==> config.mk <==
export PLATFORM = sky130hd
export DESIGN_NAME = treadmill_drive
export DESIGN_NICKNAME = d
export VERILOG_FILES = /design/src/rtl/treadmill_pkg.sv /design/src/rtl/treadmill_drive_speed_bcd.sv /design/src/rtl/treadmill_drive.sv
export SDC_FILE = /design/constraint.sdc
export NUM_CORES = 1
export LEC_CHECK = 0
export BUFFER_PORTS_ARGS = -buffer_cell sky130_fd_sc_hd__buf_4
export CORE_ASPECT_RATIO = 1.5
export CORE_MARGIN = 2
export CORE_UTILIZATION = 56
export DETAILED_ROUTE_END_ITERATION = 12
export GPL_ROUTABILITY_DRIVEN = 0
export PLACE_DENSITY = 0.77
export SLEW_MARGIN = 10
export SYNTH_ARGS = -nofsm -noshare
export SYNTH_HDL_FRONTEND = slang
export SYNTH_HIERARCHICAL = 1
export SYNTH_SLANG_ARGS = --single-unit
==> constraint.sdc <==
create_clock -name CLOCK_50 -period 3.2 [get_ports CLOCK_50]
set_input_delay 0.16 -clock CLOCK_50 [delete_from_list [all_inputs] [get_ports CLOCK_50]]
set_output_delay 0.16 -clock CLOCK_50 [all_outputs]
set_load 0.03 [all_outputs]
==> src/rtl/treadmill_pkg.sv <==
// Shared types and constants for the treadmill motor drive.
// Holds the drive state encoding, datapath widths and the BCD digit adjust step.
package treadmill_pkg;

    typedef enum logic [2:0] {
        IDLE   = 3'd0,
        ACCEL  = 3'd1,
        DECEL  = 3'd2,
        CRUISE = 3'd3,
        STOP   = 3'd4
    } drive_state_t;

    localparam int SPEED_W       = 8;
    localparam int BCD_W         = 4;
    localparam int MAX_SPEED_DEF = 199;

    // One double-dabble correction: every digit of 5 or more gets +3 before the shift.
    function automatic logic [3*BCD_W-1:0] bcd_adjust(input logic [3*BCD_W-1:0] d);
        logic [3*BCD_W-1:0] r;
        r = d;
        for (int i = 0; i < 3; i++) begin
            if (d[i*BCD_W +: BCD_W] >= 4'd5) begin
                r[i*BCD_W +: BCD_W] = d[i*BCD_W +: BCD_W] + 4'd3;
            end
        end
        return r;
    endfunction

endpackage

==> src/rtl/treadmill_drive_speed_bcd.sv <==
// speed_bcd: 8-bit binary to three BCD digits, one shift per clock.
// start is taken only while idle; bcd_o changes all digits at once when done_o pulses.
module speed_bcd
    import treadmill_pkg::*;
(
    input  logic                 clk_i,
    input  logic                 rst_ni,
    input  logic                 start_i,
    input  logic [SPEED_W-1:0]   bin_i,
    output logic                 busy_o,
    output logic                 done_o,
    output logic [3*BCD_W-1:0]   bcd_o
);

    localparam int DIG_W = 3 * BCD_W;
    localparam int CNT_W = $clog2(SPEED_W);

    logic [SPEED_W-1:0] bin_q, bin_d;
    logic [DIG_W-1:0]   work_q, work_d, bcd_q, bcd_d, adj;
    logic [CNT_W-1:0]   cnt_q, cnt_d;
    logic               busy_q, busy_d, done_q, done_d;

    always_comb begin
        adj    = bcd_adjust(work_q);
        bin_d  = bin_q;
        work_d = work_q;
        bcd_d  = bcd_q;
        cnt_d  = cnt_q;
        busy_d = busy_q;
        done_d = 1'b0;
        if (busy_q) begin
            work_d = DIG_W'({adj, bin_q[SPEED_W-1]});
            bin_d  = {bin_q[SPEED_W-2:0], 1'b0};
            cnt_d  = cnt_q + CNT_W'(1);
            if (cnt_q == CNT_W'(SPEED_W - 1)) begin
                busy_d = 1'b0;
                done_d = 1'b1;
                bcd_d  = work_d;
            end
        end else if (start_i) begin
            bin_d  = bin_i;
            work_d = '0;
            cnt_d  = '0;
            busy_d = 1'b1;
        end
    end

    always_ff @(posedge clk_i or negedge rst_ni) begin
        if (!rst_ni) begin
            bin_q  <= '0;
            work_q <= '0;
            bcd_q  <= '0;
            cnt_q  <= '0;
            busy_q <= 1'b0;
            done_q <= 1'b0;
        end else begin
            bin_q  <= bin_d;
            work_q <= work_d;
            bcd_q  <= bcd_d;
            cnt_q  <= cnt_d;
            busy_q <= busy_d;
            done_q <= done_d;
        end
    end

    assign busy_o = busy_q;
    assign done_o = done_q;
    assign bcd_o  = bcd_q;

endmodule

==> src/rtl/treadmill_drive.sv <==
// Treadmill motor drive: clamps the target speed, ramps actual speed toward it, drives PWM and BCD display.
// Define DRIVE_ESTOP_EN to honour estop (fast ramp-down with restart interlock); otherwise estop is ignored.
module treadmill_drive
    import treadmill_pkg::*;
#(
    parameter int MAX_SPEED  = MAX_SPEED_DEF,
    parameter int RAMP_TICKS = 5_000_000,
    parameter int PWM_PERIOD = 200
) (
    input  logic               CLOCK_50,
    input  logic               reset,
    input  logic [SPEED_W-1:0] speed,
    input  logic               estop,
    output logic               pwm,
    output logic [SPEED_W-1:0] actual_speed,
    output logic [BCD_W-1:0]   act1,
    output logic [BCD_W-1:0]   act2,
    output logic [BCD_W-1:0]   act3,
    output logic               at_target,
    output logic               ramping
);

    localparam int                 TICK_W    = $clog2(RAMP_TICKS);
    localparam int                 PWM_W     = $clog2(PWM_PERIOD);
    localparam logic [SPEED_W-1:0] MAX_S     = SPEED_W'(MAX_SPEED);
    localparam logic [TICK_W-1:0]  RAMP_LAST = TICK_W'(RAMP_TICKS - 1);
    localparam logic [PWM_W-1:0]   PWM_LAST  = PWM_W'(PWM_PERIOD - 1);
`ifdef DRIVE_ESTOP_EN
    localparam logic [TICK_W-1:0]  STOP_LAST = TICK_W'(RAMP_TICKS / 4 - 1);
`endif

    drive_state_t       state_q, state_d;
    logic [SPEED_W-1:0] target_q, target_d, actual_q, actual_d, stepped;
    logic [SPEED_W-1:0] duty_q, duty_d, sent_q, sent_d;
    logic [TICK_W-1:0]  tick_q, tick_d, tick_last;
    logic [PWM_W-1:0]   pcnt_q, pcnt_d;
    logic               pwm_q, pwm_d, at_target_q, ramping_q, in_ramp;
    logic               bcd_start, bcd_busy, unused_bcd_done;
    logic [3*BCD_W-1:0] bcd_val;

    assign in_ramp = (state_q == ACCEL) || (state_q == DECEL) || (state_q == STOP);

    always_comb begin
        target_d  = (speed > MAX_S) ? MAX_S : speed;
        state_d   = state_q;
        actual_d  = actual_q;
        stepped   = actual_q;
        tick_last = RAMP_LAST;
        case (state_q)
            IDLE: begin
                if (target_q != '0) state_d = ACCEL;
            end
            CRUISE: begin
                if (target_q > actual_q)      state_d = ACCEL;
                else if (target_q < actual_q) state_d = DECEL;
            end
            ACCEL, DECEL: begin
                // Direction is chosen afresh at every tick so a reversal costs no extra interval.
                if (tick_q == RAMP_LAST) begin
                    if (target_q > actual_q)      stepped = actual_q + 8'd1;
                    else if (target_q < actual_q) stepped = actual_q - 8'd1;
                    actual_d = stepped;
                    if (stepped == target_q)     state_d = (stepped == '0) ? IDLE : CRUISE;
                    else if (stepped < target_q) state_d = ACCEL;
                    else                         state_d = DECEL;
                end
            end
`ifdef DRIVE_ESTOP_EN
            STOP: begin
                tick_last = STOP_LAST;
                if (tick_q == STOP_LAST && actual_q != '0) actual_d = actual_q - 8'd1;
                if (!estop && actual_q == '0 && target_q == '0) state_d = IDLE;
            end
`endif
            default: state_d = IDLE;
        endcase
`ifdef DRIVE_ESTOP_EN
        if (estop) state_d = STOP;
`endif
        if (state_d != state_q || !in_ramp) tick_d = '0;
        else if (tick_q == tick_last)       tick_d = '0;
        else                                tick_d = tick_q + TICK_W'(1);
    end

`ifndef DRIVE_ESTOP_EN
    logic unused_estop;
    assign unused_estop = estop;
`endif

    // Duty is sampled only at count 0 so a speed change never splits a PWM period.
    always_comb begin
        pcnt_d = (pcnt_q == PWM_LAST) ? '0 : pcnt_q + PWM_W'(1);
        duty_d = (pcnt_q == '0) ? actual_q : duty_q;
        pwm_d  = 32'(pcnt_q) < 32'(duty_d);
    end

    assign bcd_start = !bcd_busy && (actual_q != sent_q);
    assign sent_d    = bcd_start ? actual_q : sent_q;

    always_ff @(posedge CLOCK_50 or negedge reset) begin
        if (!reset) begin
            state_q     <= IDLE;
            target_q    <= '0;
            actual_q    <= '0;
            tick_q      <= '0;
            pcnt_q      <= '0;
            duty_q      <= '0;
            pwm_q       <= 1'b0;
            sent_q      <= '0;
            at_target_q <= 1'b1;
            ramping_q   <= 1'b0;
        end else begin
            state_q     <= state_d;
            target_q    <= target_d;
            actual_q    <= actual_d;
            tick_q      <= tick_d;
            pcnt_q      <= pcnt_d;
            duty_q      <= duty_d;
            pwm_q       <= pwm_d;
            sent_q      <= sent_d;
            at_target_q <= (actual_q == target_q);
            ramping_q   <= in_ramp;
        end
    end

    speed_bcd u_bcd (
        .clk_i   (CLOCK_50),
        .rst_ni  (reset),
        .start_i (bcd_start),
        .bin_i   (actual_q),
        .busy_o  (bcd_busy),
        .done_o  (unused_bcd_done),
        .bcd_o   (bcd_val)
    );

    assign pwm          = pwm_q;
    assign actual_speed = actual_q;
    assign act1         = bcd_val[3*BCD_W-1:2*BCD_W];
    assign act2         = bcd_val[2*BCD_W-1:BCD_W];
    assign act3         = bcd_val[BCD_W-1:0];
    assign at_target    = at_target_q;
    assign ramping      = ramping_q;

endmodule

==> qor.yml, run 1 <==
synth:
  yosysWarnings: 6
  postSynthAreaPerCell_um2: 9.62
  synth_fp_nets: 666
  syn_area_um2: 5960
  syn_inst: 619
finish:
  num_antenna_cells: 0
  final_common_cell: "dfrtp_1"
  syn_to_final_growth_pct: 18.9
  regArea_um2: 2640
  largest_register_ffs: 23
  fin_area_um2: 7080
  multi_input_area_um2: 3220
  regMostFlops: "tick_q"
  nets: 729
  mostFrequentLayoutCells: "dfrtp_1 (97), buf_4 (70), nor2_1 (52), nand2_1 (50), nand3_1 (39)"
  n_fill_cell: 832
  drive_gt1_share_pct: 21.5
drt:
  num_vias: 4966
  ant_nets: 0
  wire_per_inst_um: 17.4
  drc: 0
  routed_wl_um: 14500
  drt-initial-drc-count: 274
  avgViaCountPerCell: 5.98
  first_pass_iters: 5
clock_network:
  numCtsBuffers: 9
  cts-root-buf: "clkbuf_16"
  htreeDepth: 3
  cts.sinks: 105
  worstSkewPairLatency_ps: 350
  clockBufferDepth: 2
  tritoncts: "built"
  path_clk_slew_ps: 70
global_route:
  track_usage_pct: 26.3
  overflow: 0
  antenna_found_initial: 0
  grt_max_degree: 60
  grt_first_pass_wirelength_um: 23500
  grt_pass1_vias: 4990
power_and_ir_drop:
  ir_worst_vdd_mv: 0.244
  internal-power_mw: 1.98
  powerDensity_nw_per_um2: 368
  power.switching_mw: 0.623
  p_comb_share_pct: 8.0
  total_power_mw: 2.61
  p_clk_share_pct: 40.3
  total_leakage_power_nw: 3.27
  switching_share_pct: 23.9
  seqPwrFrac_pct: 51.7
setup_path:
  r2r-start: "actual_speed[5]"
  crit-reg2reg-capture: "state_q[1]"
  crit_type: "reg -> reg"
  crit_path_end: "state_q[1]"
  cp-startpoint: "actual_speed[5]"
  arrival_ps: 3660
  reg2regPathDepth: 14
  crit_required_ps: 3410
  cp-end-kind: "flip-flop"
  critPathMaxFanout: 4
  worstSetupStartpointType: "flip-flop"
  r2r_slack_ps: -240
sta:
  setup_viol: 2
  post-route-min-period_ps: 3440
  clock.fmax_mhz: 290
  hold_viol: 0
  slew_violations: 0
  rsz0062_at_grt: "yes"
  maxSlewHeadroom_pct: 44.9
  clock_skew_ps: 7.53
  worst_slew_pin_slew_ps: 827
  period_share_pct: 108
  layout_setup_ws_ps: -244
flow_run:
  maxCapViolCount: 0
floorplanning:
  die_w_um: 88.2
  die_area_um2: 11500
  boundaryPins: 34
  fp.coreArea_um2: 10500
  die_h_um: 130
  rows: 46
  initial_core_util_pct: 56.9
outcome:
  status: "complete, but fails checks"
  failed_checks: "setup timing"
worst_hold_path:
  hold_class: "in -> reg"
placed_design:
  dp_hpwl_um: 9810
  postPlaceCellArea_um2: 6570
  port_buffers: 32
## power groups by stage
stage / Sequential [mW] / Clock [mW] / Combinational, mW
after floorplan: 1.37 / 0 / 0.0923
after global placement: 1.37 / 0 / 0.159
after detailed placement: 1.37 / 0 / 0.166
after CTS: 1.35 / 1.07 / 0.188
after global routing: 1.35 / 1.12 / 0.229
final: 1.35 / 1.05 / 0.209
## routing by layer
metal / vias up / share of wire, % / GRT usage (%)
met2: 157 / 54 / 46.9
li1: 2324 / - / -
met3: 40 / 4.1 / 4.43
met1: 2445 / 38 / 29.1
met5: - / 0 / 0
met4: 0 / 4.1 / 15.0
## how the worst min path moves through the flow
stage             start               to  slack [ps]  cells past startpoint
5_1_grt        speed[0]      target_q[0]          10                      2
3_3_place_gp      reset  u_bcd/bcd_o[11]         200                      1
3_5_place_dp      reset  u_bcd/bcd_o[11]         220                      1
2_1_floorplan     reset  actual_speed[0]        -140                      0
4_1_cts        speed[0]      target_q[0]           5                      2
6_report       speed[0]      target_q[0]           7                      2
## stage by stage
stage / std cells / util [%] / TNS [ps] / hold slack (ps) / setup slack [ps]
after floorplan: 619 / - / 0 / -136 / 0.513
after global placement: 803 / 62.7 / 0 / 203 / 1.32
after detailed placement: 803 / 62.7 / -177 / 215 / -97.5
after CTS: 827 / 66.9 / 0 / 5.20 / 12.6
after global routing: 831 / 67.6 / -796 / 13.6 / -400
final: 831 / 67.6 / -466 / 7.43 / -244
## repair_timing
action	CTS	global route
pin swaps	10	10
setup endpoints to repair	2	2
hold buffers	5	0
hold endpoints to repair	49	0
buffers inserted	3	4
gates resized for setup	13	7
## critical path: stages (launching register included)
cell and delay (ps):
dfrtp_2 440, inv_4 80, ha_4 210, a211oi_4 280
buf_4 170, o21bai_4 100, nor2_2 250, a32oi_2 230
xnor2_1 210, ha_1 330, nand4_1 160, nor2_2 150
nand4_1 130, o41ai_2 440, o21ai_1 130
## cell type report
class | instances | area share [%]
multi-input cells | 447 | 45.4
clock buffers | 11 | 3.43
clock inverters | 5 | 0.548
repair buffers | 77 | 8.57
flip-flops and latches | 105 | 37.2
well taps | 144 | 2.54
inverters | 42 | 2.30
No activity file was read; power rests on OpenSTA's default activity.
==> run 2: changes to the inputs <==
--- a/config.mk
+++ b/config.mk
@@ -6,12 +6,10 @@
 export NUM_CORES = 1
 export LEC_CHECK = 0
 export BUFFER_PORTS_ARGS = -buffer_cell sky130_fd_sc_hd__buf_4
-export CORE_ASPECT_RATIO = 1.5
 export CORE_MARGIN = 2
-export CORE_UTILIZATION = 56
+export CORE_UTILIZATION = 40
 export DETAILED_ROUTE_END_ITERATION = 12
 export GPL_ROUTABILITY_DRIVEN = 0
-export PLACE_DENSITY = 0.77
 export SLEW_MARGIN = 10
 export SYNTH_ARGS = -nofsm -noshare
 export SYNTH_HDL_FRONTEND = slang
==> run 2 against run 1 <==
Net effect: register-to-register slack better by 70 ps; clock skew up 2.9 ps; power up 3.1%; hold slack better by 5.4 ps; final cell count up 4.1%; clock power up 9%; sequential share of layout area down 0.25 points; the run still ends with setup timing left; via count down 5.3%; cell area up 0.67%; combinational power down 5%; setup slack better by 70 ps; highest routed layer unchanged; die area up 38%.
==> qor.yml, run 2 (synthesis gave the netlist of run 1 again) <==
floorplanning:
  die_w_um: 126
  die_area_um2: 15900
  die_h_um: 126
  initial_core_util_pct: 41.0
  rows: 44
  boundaryPins: 34
  fp.coreArea_um2: 14500
outcome:
  failed_checks: "setup timing"
  status: "complete, but fails checks"
finish:
  largest_register_ffs: 23
  fin_area_um2: 7130
  fin_util_pct: 49.1
  final_common_cell: "dfrtp_1"
  num_antenna_cells: 0
  syn_to_final_growth_pct: 19.7
  fin_cells: 865
  regMostFlops: "tick_q"
  n_fill_cell: 1390
  nets: 723
  mostFrequentLayoutCells: "dfrtp_1 (97), buf_4 (66), nor2_1 (53), nand2_1 (50), nand3_1 (39)"
  drive_gt1_share_pct: 20.9
global_route:
  grt_first_pass_wirelength_um: 22700
  grt_max_degree: 45
  grt_pass1_vias: 4671
  overflow: 0
  antenna_found_initial: 0
  track_usage_pct: 17.4
worst_hold_path:
  hold_class: "in -> reg"
  hp-start: "speed[0]"
placed_design:
  dp_hpwl_um: 9590
  place_inst: 840
  port_buffers: 32
  postPlaceCellArea_um2: 6590
clock_network:
  htreeDepth: 3
  numCtsBuffers: 9
  clockBufferDepth: 2
  cts.sinks: 105
  cts-root-buf: "clkbuf_16"
  tritoncts: "built"
  path_clk_slew_ps: 60
  worstSkewPairLatency_ps: 350
drt:
  ant_nets: 0
  num_vias: 4704
  wire_per_inst_um: 15.5
  routed_wl_um: 13400
  avgViaCountPerCell: 5.44
  first_pass_iters: 5
  drt-initial-drc-count: 356
  drc: 0
sta:
  post-route-min-period_ps: 3370
  rsz0062_at_grt: "yes"
  clock.fmax_mhz: 296
  period_share_pct: 105
  setup_viol: 2
  setup_tns_ps: -291
  layout_setup_ws_ps: -174
  slew_violations: 0
  clock_skew_ps: 10.4
  worst_slew_pin_slew_ps: 698
  hold_viol: 0
  maxSlewHeadroom_pct: 53.3
setup_path:
  cp-end-kind: "flip-flop"
  crit-reg2reg-capture: "state_q[0]"
  cp-startpoint: "target_q[1]"
  r2r_slack_ps: -170
  r2r-start: "target_q[1]"
  arrival_ps: 3590
  critPathMaxFanout: 4
  worstSetupStartpointType: "flip-flop"
  crit_required_ps: 3420
  crit_path_end: "state_q[0]"
  crit_type: "reg -> reg"
  reg2regPathDepth: 14
power_and_ir_drop:
  powerDensity_nw_per_um2: 377
  ir_worst_vdd_mv: 0.280
  total_leakage_power_nw: 3.24
flow_run:
  maxCapViolCount: 0
-- run 2: changes by cell type in the layout (fill, tap and decap cells not counted), sizes merged --
cell | previous run | this run
buf | 72 | 66
bufinv | 0 | 1
clkbuf | 11 | 12
clkinv | 3 | 4
clkinvlp | 1 | 0
inv | 43 | 41
-- run 2: metrics by stage --
step           setup WS [ps]  total power [mW]  hold WS, ps
6_report                -174              2.69         12.8
3_5_place_dp           -74.5              1.54          185
5_1_grt                 -335              2.80         10.6
4_1_cts                 6.75              2.70         2.83
2_1_floorplan          0.513              1.46         -136
3_3_place_gp           -53.8              1.53          181
-- run 2: repair_timing --
action                                  in CTS  in global routing
cloned                                       0                  0
hold endpoints to repair                    45                  0
hold buffers                                 5                  0
setup buffers                                0                  4
endpoints found under the setup margin       2                  2
pin swaps                                    3                 10
gates resized for setup                      7                 13
-- run 2: cell type report --
cell class / instances / area, um^2 / area share [%]
Multi-Input combinational cell: 447 / 3250 / 45.5
Tap cell: 184 / 230 / 3.23
Sequential cell: 105 / 2640 / 37.0
Clock buffer: 12 / 256 / 3.60
Clock inverter: 4 / 52.6 / 0.737
Inverter: 42 / 163 / 2.28
Timing Repair Buffer: 71 / 546 / 7.65
-- run 2: critical path, cell delays in order, from the launching register on --
cell	delay, ps
dfrtp_1	410
ha_4	280
nor2b_4	140
o211ai_4	90
buf_4	150
a21oi_4	210
nor2_2	100
a32oi_2	310
xnor2_1	150
ha_1	320
nand4_1	160
nor2_2	160
nand4_1	180
o41ai_4	430
o22ai_1	140
-- run 2: layer usage --
layer / wire, um / global-route usage, % / share of wire (%)
met5: 0 / 0 / 0
met3: 549 / 3.27 / 4.1
met2: 6270 / 28.1 / 47
met1: 6260 / 23.1 / 47
met4: 332 / 7.24 / 2.5
-- run 2: how the worst min path moves through the flow --
stage	to	slack (ps)	cells after the start
2_1_floorplan	actual_speed[0]	-140	0
3_3_place_gp	u_bcd/bcd_o[2]	180	1
3_5_place_dp	u_bcd/bcd_o[2]	190	1
4_1_cts	target_q[0]	3	2
5_1_grt	target_q[0]	10	2
6_report	target_q[0]	10	2
-- run 2: report_power, final --
part           switching (mW)  internal [mW]  leakage (nW)
clock                   0.489          0.651         0.153
combinational           0.111         0.0879          1.68
sequential             0.0111           1.34          1.41
